## config.mk

```make
export PLATFORM = sky130hd
export DESIGN_NAME = final_vga_board
export DESIGN_NICKNAME = d
export VERILOG_FILES = /design/src/rtl/final_vga_board.sv
export SDC_FILE = /design/constraint.sdc
export NUM_CORES = 1
export LEC_CHECK = 0
export BUFFER_PORTS_ARGS = -buffer_cell sky130_fd_sc_hd__buf_2
export CAP_MARGIN = 20
export CORE_ASPECT_RATIO = 1.2
export CORE_MARGIN = 8
export CORE_UTILIZATION = 56
export CTS_BUF_LIST = sky130_fd_sc_hd__clkbuf_2 sky130_fd_sc_hd__clkbuf_4 sky130_fd_sc_hd__clkbuf_8
export CTS_CLUSTER_SIZE = 24
export DETAILED_ROUTE_END_ITERATION = 16
export PLACE_DENSITY_LB_ADDON = 0.12
export SYNTH_ARGS = -nofsm -noshare
export SYNTH_HDL_FRONTEND = slang
export SYNTH_SLANG_ARGS = --single-unit
```

## constraint.sdc

```tcl
create_clock -name clk -period 6 [get_ports clk]
set_input_delay 0.3 -clock clk [delete_from_list [all_inputs] [get_ports clk]]
set_output_delay 0.3 -clock clk [all_outputs]
set_load 0.01 [all_outputs]
```

## src/rtl/final_vga_board.sv

```systemverilog
`default_nettype none
// ============================================================================
//  Module      : final_vga_board
//  Description : VGA raster generator that draws a GRID_N x GRID_N game board.
//                A modulo-CLK_DIV divider produces the pixel enable. Horizontal
//                and vertical counters scan the frame. Incremental per-axis
//                trackers give the cell column/row and the in-cell offset, so
//                the pixel path uses no divider or multiplier. The board and
//                the cursor are snapshotted once per frame at the start of
//                vertical blanking. Every frame is drawn from one consistent
//                snapshot.
//
//  Ports       : clk         system clock
//                rst_n       asynchronous active-low reset
//                board       2 bits per cell, cell i = row*GRID_N+col
//                            00 empty, 01 player1, 10 player2, 11 win
//                cursor      [7:4] row, [3:0] col of the highlighted cell
//                hsync/vsync sync pulses, at SYNC_POL during the sync interval
//                red/green/blue  4-bit colour, 0 outside the active region
//                video_on    high for active-region pixels
//                frame_start one-clk pulse on the snapshot pixel cycle
//
//  Revision    : 1.0  initial release
// ============================================================================
module final_vga_board #(
    parameter int   H_ACTIVE = 640,
    parameter int   H_FP     = 16,
    parameter int   H_SYNC   = 96,
    parameter int   H_BP     = 48,
    parameter int   V_ACTIVE = 480,
    parameter int   V_FP     = 10,
    parameter int   V_SYNC   = 2,
    parameter int   V_BP     = 33,
    parameter int   CLK_DIV  = 4,
    parameter logic SYNC_POL = 1'b0,
    parameter int   GRID_N   = 3,
    parameter int   CELL     = 96,
    parameter int   LINE     = 4,
    parameter int   X0       = 176,
    parameter int   Y0       = 96
) (
    input  logic                         clk,
    input  logic                         rst_n,
    input  logic [2*GRID_N*GRID_N-1:0]   board,
    input  logic [7:0]                   cursor,
    output logic                         hsync,
    output logic                         vsync,
    output logic [3:0]                   red,
    output logic [3:0]                   green,
    output logic [3:0]                   blue,
    output logic                         video_on,
    output logic                         frame_start
);

    // ------------------------------------------------------------------
    // Derived sizes and typed constants
    // ------------------------------------------------------------------
    localparam int H_TOTAL = H_ACTIVE + H_FP + H_SYNC + H_BP;
    localparam int V_TOTAL = V_ACTIVE + V_FP + V_SYNC + V_BP;
    localparam int HW      = $clog2(H_TOTAL);
    localparam int VW      = $clog2(V_TOTAL);
    localparam int DW      = (CLK_DIV > 1) ? $clog2(CLK_DIV) : 1;
    localparam int OW      = (CELL > 1) ? $clog2(CELL) : 1;

    localparam logic [DW-1:0] DIV_LAST     = DW'(CLK_DIV - 1);

    localparam logic [HW-1:0] H_LAST       = HW'(H_TOTAL - 1);
    localparam logic [HW-1:0] H_ACT_END    = HW'(H_ACTIVE);
    localparam logic [HW-1:0] H_SYNC_BEG   = HW'(H_ACTIVE + H_FP);
    localparam logic [HW-1:0] H_SYNC_END   = HW'(H_ACTIVE + H_FP + H_SYNC);
    localparam logic [HW-1:0] H_BOARD_BEG  = HW'(X0);

    localparam logic [VW-1:0] V_LAST       = VW'(V_TOTAL - 1);
    localparam logic [VW-1:0] V_ACT_END    = VW'(V_ACTIVE);
    localparam logic [VW-1:0] V_SYNC_BEG   = VW'(V_ACTIVE + V_FP);
    localparam logic [VW-1:0] V_SYNC_END   = VW'(V_ACTIVE + V_FP + V_SYNC);
    localparam logic [VW-1:0] V_BOARD_BEG  = VW'(Y0);

    // In-cell offset thresholds. The last cell on each axis also carries
    // the closing grid line, so its interior ends LINE pixels early.
    localparam logic [OW-1:0] OFF_LAST     = OW'(CELL - 1);
    localparam logic [OW-1:0] OFF_LINE     = OW'(LINE);
    localparam logic [OW-1:0] OFF_NEAR     = OW'(LINE + 2);
    localparam logic [OW-1:0] OFF_FAR      = OW'(CELL - 2);
    localparam logic [OW-1:0] OFF_EDGE     = OW'(CELL - LINE);
    localparam logic [OW-1:0] OFF_EDGE_FAR = OW'(CELL - LINE - 2);

    localparam logic [3:0]    IDX_LAST     = 4'(GRID_N - 1);

    localparam logic          XIN_RST      = (X0 == 0);
    localparam logic          YIN_RST      = (Y0 == 0);

    localparam logic [11:0]   C_BLACK      = 12'h000;
    localparam logic [11:0]   C_BACK       = 12'h111;
    localparam logic [11:0]   C_GRID       = 12'hFFF;
    localparam logic [11:0]   C_CURSOR     = 12'hFF0;
    localparam logic [11:0]   C_P1         = 12'hF00;
    localparam logic [11:0]   C_P2         = 12'h00F;
    localparam logic [11:0]   C_WIN        = 12'h0F0;

    // ------------------------------------------------------------------
    // Pixel-enable divider
    // ------------------------------------------------------------------
    logic [DW-1:0] div_q, div_d;
    logic          pix_en;

    assign pix_en = (div_q == DIV_LAST);

    always_comb begin
        div_d = pix_en ? '0 : div_q + 1'b1;
    end

    // ------------------------------------------------------------------
    // Scan counters and per-axis board trackers
    // ------------------------------------------------------------------
    logic [HW-1:0] hc_q, hc_d;
    logic [VW-1:0] vc_q, vc_d;
    logic          xin_q, xin_d;      // hc lies inside the board columns
    logic          yin_q, yin_d;      // vc lies inside the board rows
    logic [3:0]    col_q, col_d;
    logic [3:0]    row_q, row_d;
    logic [OW-1:0] xoff_q, xoff_d;
    logic [OW-1:0] yoff_q, yoff_d;

    // The trackers are kept in step with the counters by looking at the
    // counter's next value. This keeps col/row/offset aligned with hc/vc
    // and avoids any division on the pixel path.
    always_comb begin
        hc_d   = hc_q;
        vc_d   = vc_q;
        xin_d  = xin_q;
        yin_d  = yin_q;
        col_d  = col_q;
        row_d  = row_q;
        xoff_d = xoff_q;
        yoff_d = yoff_q;

        if (pix_en) begin
            hc_d = (hc_q == H_LAST) ? '0 : hc_q + 1'b1;

            if (hc_d == H_BOARD_BEG) begin
                xin_d  = 1'b1;
                col_d  = '0;
                xoff_d = '0;
            end else if (xin_q) begin
                if (xoff_q == OFF_LAST) begin
                    xoff_d = '0;
                    if (col_q == IDX_LAST) begin
                        xin_d = 1'b0;
                    end else begin
                        col_d = col_q + 1'b1;
                    end
                end else begin
                    xoff_d = xoff_q + 1'b1;
                end
            end

            if (hc_q == H_LAST) begin
                vc_d = (vc_q == V_LAST) ? '0 : vc_q + 1'b1;

                if (vc_d == V_BOARD_BEG) begin
                    yin_d  = 1'b1;
                    row_d  = '0;
                    yoff_d = '0;
                end else if (yin_q) begin
                    if (yoff_q == OFF_LAST) begin
                        yoff_d = '0;
                        if (row_q == IDX_LAST) begin
                            yin_d = 1'b0;
                        end else begin
                            row_d = row_q + 1'b1;
                        end
                    end else begin
                        yoff_d = yoff_q + 1'b1;
                    end
                end
            end
        end
    end

    // ------------------------------------------------------------------
    // Frame snapshot of board and cursor
    // ------------------------------------------------------------------
    logic                       snap;
    logic [2*GRID_N*GRID_N-1:0] board_q;
    logic [3:0]                 cur_row_q;
    logic [3:0]                 cur_col_q;

    // First pixel of vertical blanking: nothing visible is being drawn, so
    // a new snapshot can never tear the picture.
    assign snap        = pix_en && (hc_q == '0) && (vc_q == V_ACT_END);
    assign frame_start = snap;

    // ------------------------------------------------------------------
    // Pixel colour for the current (hc, vc)
    // ------------------------------------------------------------------
    logic        active;
    logic        in_board;
    logic        hs_act;
    logic        vs_act;
    logic        x_line, y_line;
    logic        x_near, y_near;
    logic        cur_hit;
    logic [1:0]  cell_state;
    logic [11:0] rgb_d;

    assign active   = (hc_q < H_ACT_END) && (vc_q < V_ACT_END);
    assign in_board = active && xin_q && yin_q;
    assign hs_act   = (hc_q >= H_SYNC_BEG) && (hc_q < H_SYNC_END);
    assign vs_act   = (vc_q >= V_SYNC_BEG) && (vc_q < V_SYNC_END);

    assign x_line = (xoff_q < OFF_LINE) ||
                    ((col_q == IDX_LAST) && (xoff_q >= OFF_EDGE));
    assign y_line = (yoff_q < OFF_LINE) ||
                    ((row_q == IDX_LAST) && (yoff_q >= OFF_EDGE));

    // Two-pixel band just inside the surrounding grid lines.
    assign x_near = (xoff_q < OFF_NEAR) ||
                    ((col_q == IDX_LAST) ? (xoff_q >= OFF_EDGE_FAR)
                                         : (xoff_q >= OFF_FAR));
    assign y_near = (yoff_q < OFF_NEAR) ||
                    ((row_q == IDX_LAST) ? (yoff_q >= OFF_EDGE_FAR)
                                         : (yoff_q >= OFF_FAR));

    // row/col never exceed GRID_N-1, so an out-of-range cursor never hits.
    assign cur_hit = (cur_row_q == row_q) && (cur_col_q == col_q);

    // Cell select by comparing against every (row, col) pair; all indices
    // into the shadow board are constants.
    always_comb begin
        cell_state = 2'b00;
        for (int r = 0; r < GRID_N; r++) begin
            for (int c = 0; c < GRID_N; c++) begin
                if ((row_q == 4'(r)) && (col_q == 4'(c))) begin
                    cell_state = board_q[2*(r*GRID_N+c) +: 2];
                end
            end
        end
    end

    always_comb begin
        rgb_d = C_BLACK;
        if (!active) begin
            rgb_d = C_BLACK;
        end else if (!in_board) begin
            rgb_d = C_BACK;
        end else if (x_line || y_line) begin
            rgb_d = C_GRID;
        end else if (cur_hit && (x_near || y_near)) begin
            rgb_d = C_CURSOR;
        end else begin
            case (cell_state)
                2'b01:   rgb_d = C_P1;
                2'b10:   rgb_d = C_P2;
                2'b11:   rgb_d = C_WIN;
                default: rgb_d = C_BLACK;
            endcase
        end
    end

    // ------------------------------------------------------------------
    // State registers
    // ------------------------------------------------------------------
    logic        hsync_q;
    logic        vsync_q;
    logic        video_on_q;
    logic [11:0] rgb_q;

    always_ff @(posedge clk or negedge rst_n) begin
        if (!rst_n) begin
            div_q      <= '0;
            hc_q       <= '0;
            vc_q       <= '0;
            xin_q      <= XIN_RST;
            yin_q      <= YIN_RST;
            col_q      <= '0;
            row_q      <= '0;
            xoff_q     <= '0;
            yoff_q     <= '0;
            board_q    <= '0;
            cur_row_q  <= '0;
            cur_col_q  <= '0;
            hsync_q    <= ~SYNC_POL;
            vsync_q    <= ~SYNC_POL;
            video_on_q <= 1'b0;
            rgb_q      <= '0;
        end else begin
            div_q  <= div_d;
            hc_q   <= hc_d;
            vc_q   <= vc_d;
            xin_q  <= xin_d;
            yin_q  <= yin_d;
            col_q  <= col_d;
            row_q  <= row_d;
            xoff_q <= xoff_d;
            yoff_q <= yoff_d;

            if (snap) begin
                board_q   <= board;
                cur_row_q <= cursor[7:4];
                cur_col_q <= cursor[3:0];
            end

            // Outputs lag the counters by exactly one pixel.
            if (pix_en) begin
                hsync_q    <= hs_act ? SYNC_POL : ~SYNC_POL;
                vsync_q    <= vs_act ? SYNC_POL : ~SYNC_POL;
                video_on_q <= active;
                rgb_q      <= rgb_d;
            end
        end
    end

    assign hsync    = hsync_q;
    assign vsync    = vsync_q;
    assign video_on = video_on_q;
    assign red      = rgb_q[11:8];
    assign green    = rgb_q[7:4];
    assign blue     = rgb_q[3:0];

endmodule
`default_nettype wire
```

==> results_dict.tcl <==
set metrics [dict create \
    drtIter0Drc 211 \
    powerDensity_nw_per_um2 189 \
    cp-startpoint "div_q[0]" \
    slowest_delay_ns 0.62 \
    multiInputGateArea_sq_um 2530 \
    synthTopCellsByCount "79 x dfrtp_1, 48 x nand2_1, 33 x nor2_1, 26 x mux2_1, 24 x nand3_1" \
    wl_per_cell_um 16.1 \
    dr.pass1.iters 5 \
    clockBufferDepth 2 \
    netlist_top_cells_area "dfrtp_1 41%, mux2_1 6.1%, ha_1 4.2%, nand2_1 3.8%, xnor2_1 2.7%" \
    slew_headroom_pct 52.2 \
    setup_violations 0 \
    rsz0062_at_grt "no" \
    status "completed" \
    drc 0 \
    switching_share_pct 20.7 \
    postLayoutCoreUtil_pct 62.3 \
    rows 37 \
    start_util_pct 56.8 \
    endpoint_kind "flop" \
    r2r-end "board_q[6]" \
    reg2reg_depth 7 \
    die_width_um 100 \
    synth_ff_type "dfrtp_1" \
    worst_pin_slew_ns 0.716 \
    async_flop_share_pct 100 \
    crit_required_ns 6.24 \
    antenna_left 0 \
    post_cts_resized 0 \
    ys_ff_latch 81 \
    min_period_ns 3.01 \
    antenna_found_initial 0 \
    cts_setup_buffers 0 \
    sequentialPowerShare_pct 54.8 \
    stdcell_count 642 \
    cts-root-buf "clkbuf_8" \
    hold_class "in2reg" \
    core-area_sq_um 8430 \
    r2r_slack_ns 2.99 \
    drive_above_1_share_pct 14.5 \
    areaGrowthSynthToFinish_pct 9.81 \
    crit_cells 7 \
    final-seq-area_sq_um 2030 \
    fillerInstances 738 \
    cp_cell_sequence "ha_1 -> inv_1 -> nor2_1 -> nand4_1 -> nor3_4 -> buf_8 -> mux2_1" \
    vias_per_cell 5.93 \
    grt_max_degree 82 \
    dpl.cell_count 624 \
    crit_end "board_q[6]" \
    fin_crit_sh_pct 50.2 \
    synthesis.area_sq_um 4780 \
    cts_tree "done" \
    timing.hold.worst.start "board[8]" \
    vias 3804 \
    p_leak_nw 2.44 \
    grt_usage_pct 18.7 \
    cts_buffers 9 \
    clkTransAtPathRegs_ns 0.08 \
    worst_setup_path_start_kind "flop" \
    synth_edf_count 0 \
    ys_types 73 \
    grt_pass1_wl_um 17700 \
    dp_hpwl_um 7300 \
    yosysWarningCount 0 \
    cap_violations 0 \
    place_congestion 0.867 \
    switching_power_mw 0.206 \
    fin_nets 564 \
    setup_tns_ns 0 \
    rr_startpoint "div_q[0]" \
    hold_viol 0 \
    synth.avg_cell_area_sq_um 9.64 \
    chipHeight_um 117 \
    critPathArrivalTime_ns 3.26 \
    slew_viol_final 0 \
    overflow 0 \
    vdd_drop_max_uv 119 \
    synth_nets 540 \
    worstSetupPathType "reg2reg" \
    io_buffers 43 \
    die-area_sq_um 11800 \
    ctsHtreeMaxLevel 3 \
    worstPathMaxFanout 23 \
    clkPwrFrac_pct 43.1 \
    combPwrFrac_pct 2.1 \
    holdBufCountCts 0 \
    crit_family "simple AND/OR/NAND/NOR gates" \
    synth_top_area_share_pct 41.3 \
    cts_num_sinks 81 \
    max_freq_mhz 332 \
    diodes 0 \
    critPathSlowestCell "ha_1" \
    ioPinCount 44 \
    finalWirelength_um 10300 \
    p_int_mw 0.789 \
    synth_cells 496 \
    clock_skew_ns 0.00863 \
    clk_latency_ns 0.36 \
    yosysTopAreaCell "dfrtp_1" \
    yosysMostFrequentCell "dfrtp_1" \
    yosysSeqAreaShare_pct 42.4 \
    crit_buf_inv 2 \
    grt_pass1_vias 3776 \
]
[worst min-delay path by stage]
stage / endpoint / slack (ns) / cells past startpoint
finish: board_q[8] / 0.15 / 2
CTS: board_q[8] / 0.13 / 2
global route: board_q[3] / 0.14 / 2
floorplan: board_q[0] / 0.004 / 0
global placement: div_q[0] / 0.41 / 1
detailed placement: div_q[0] / 0.42 / 1
[registers in the layout (all words and copies together), names as in the netlist]
register   flops
vc_q          10
row_q          4
yoff_q         7
hsync          1
video_on       1
cur_col_q      4
xin_q          1
col_q          4
rgb_q          6
vsync          1
yin_q          1
board_q       18
hc_q          10
cur_row_q      4
div_q          2
xoff_q         7
[power by group through the flow]
stage,registers [mW],logic (mW),clock network (mW)
after floorplan,0.556,0.000161,0
after global placement,0.556,0.0192,0
after detailed placement,0.556,0.0195,0
after CTS,0.545,0.0196,0.442
after global routing,0.545,0.0244,0.461
final,0.545,0.0206,0.428
[layer usage]
metal  vias up  share of wire, %  track usage, %
li1       1856                 -               -
met1      1870                44            21.8
met2        65                50            32.6
met3        13               4.6            4.38
met4         0               1.4            7.47
met5         -                 0               0
[worst reg2reg max path, cell delays in order, from the launching register on]
cell and delay [ns]:
dfrtp_1 0.35, ha_1 0.62, inv_1 0.32, nor2_1 0.21, nand4_1 0.19, nor3_4 0.62, buf_8 0.24, mux2_1 0.34
[metrics by stage]
stage | hold WS, ns | area, sq um | setup slack (ns) | total power, mW
2_1_floorplan | 0.00441 | 4780 | 3.66 | 0.557
3_3_place_gp | 0.414 | 4990 | 2.89 | 0.575
3_5_place_dp | 0.416 | 5010 | 3.00 | 0.576
4_1_cts | 0.134 | 5220 | 2.96 | 1.01
5_1_grt | 0.139 | 5250 | 2.78 | 1.03
6_report | 0.149 | 5250 | 2.99 | 0.995
[logic make-up after synthesis]
logic type,Yosys count,synth area share (%)
XOR/XNOR,24,4.39
AO/OA/AOI/OAI,105,16.3
adder cells (fa/ha/maj),16,4.19
flip-flops,81,42.4
buffers and inverters,49,4.66
AND/OR/NAND/NOR,193,21.4
multiplexers,28,6.57
[final cells by class]
| class | count | area share, % |
|---|---|---|
| clock buffer | 14 | 3.43 |
| clock inverter | 2 | 0.667 |
| inverter | 14 | 1.00 |
| multi-input combinational | 366 | 48.2 |
| sequential | 81 | 38.6 |
| tap | 117 | 2.79 |
| timing repair buffer | 48 | 5.29 |
[placed cells by master (no fill, tap or decap), types with 3 or more instances in the layout]
master and n:
nand4_1 15, or3_1 4, nand2_1 48, nor3b_1 3, dfrtp_1 79, o21ai_1 4, buf_4 3, nand4b_1 4
a21o_1 9, nor2_1 33, and2_1 4, inv_1 13, o21ai_0 20, xnor2_1 15, ha_1 16, clkbuf_8 12
a21oi_1 18, and4b_1 3, or4_1 5, o221ai_1 3, buf_2 42, a22o_1 4, o2bb2ai_1 4, nand3b_1 3
xor2_1 9, o31ai_1 5, nor3_1 13, o211ai_1 4, mux2_1 26, nor2b_1 6, a221o_1 3, and3_1 9
nor4_1 6, nand3_1 24
No activity file was read; power rests on OpenSTA's default activity.
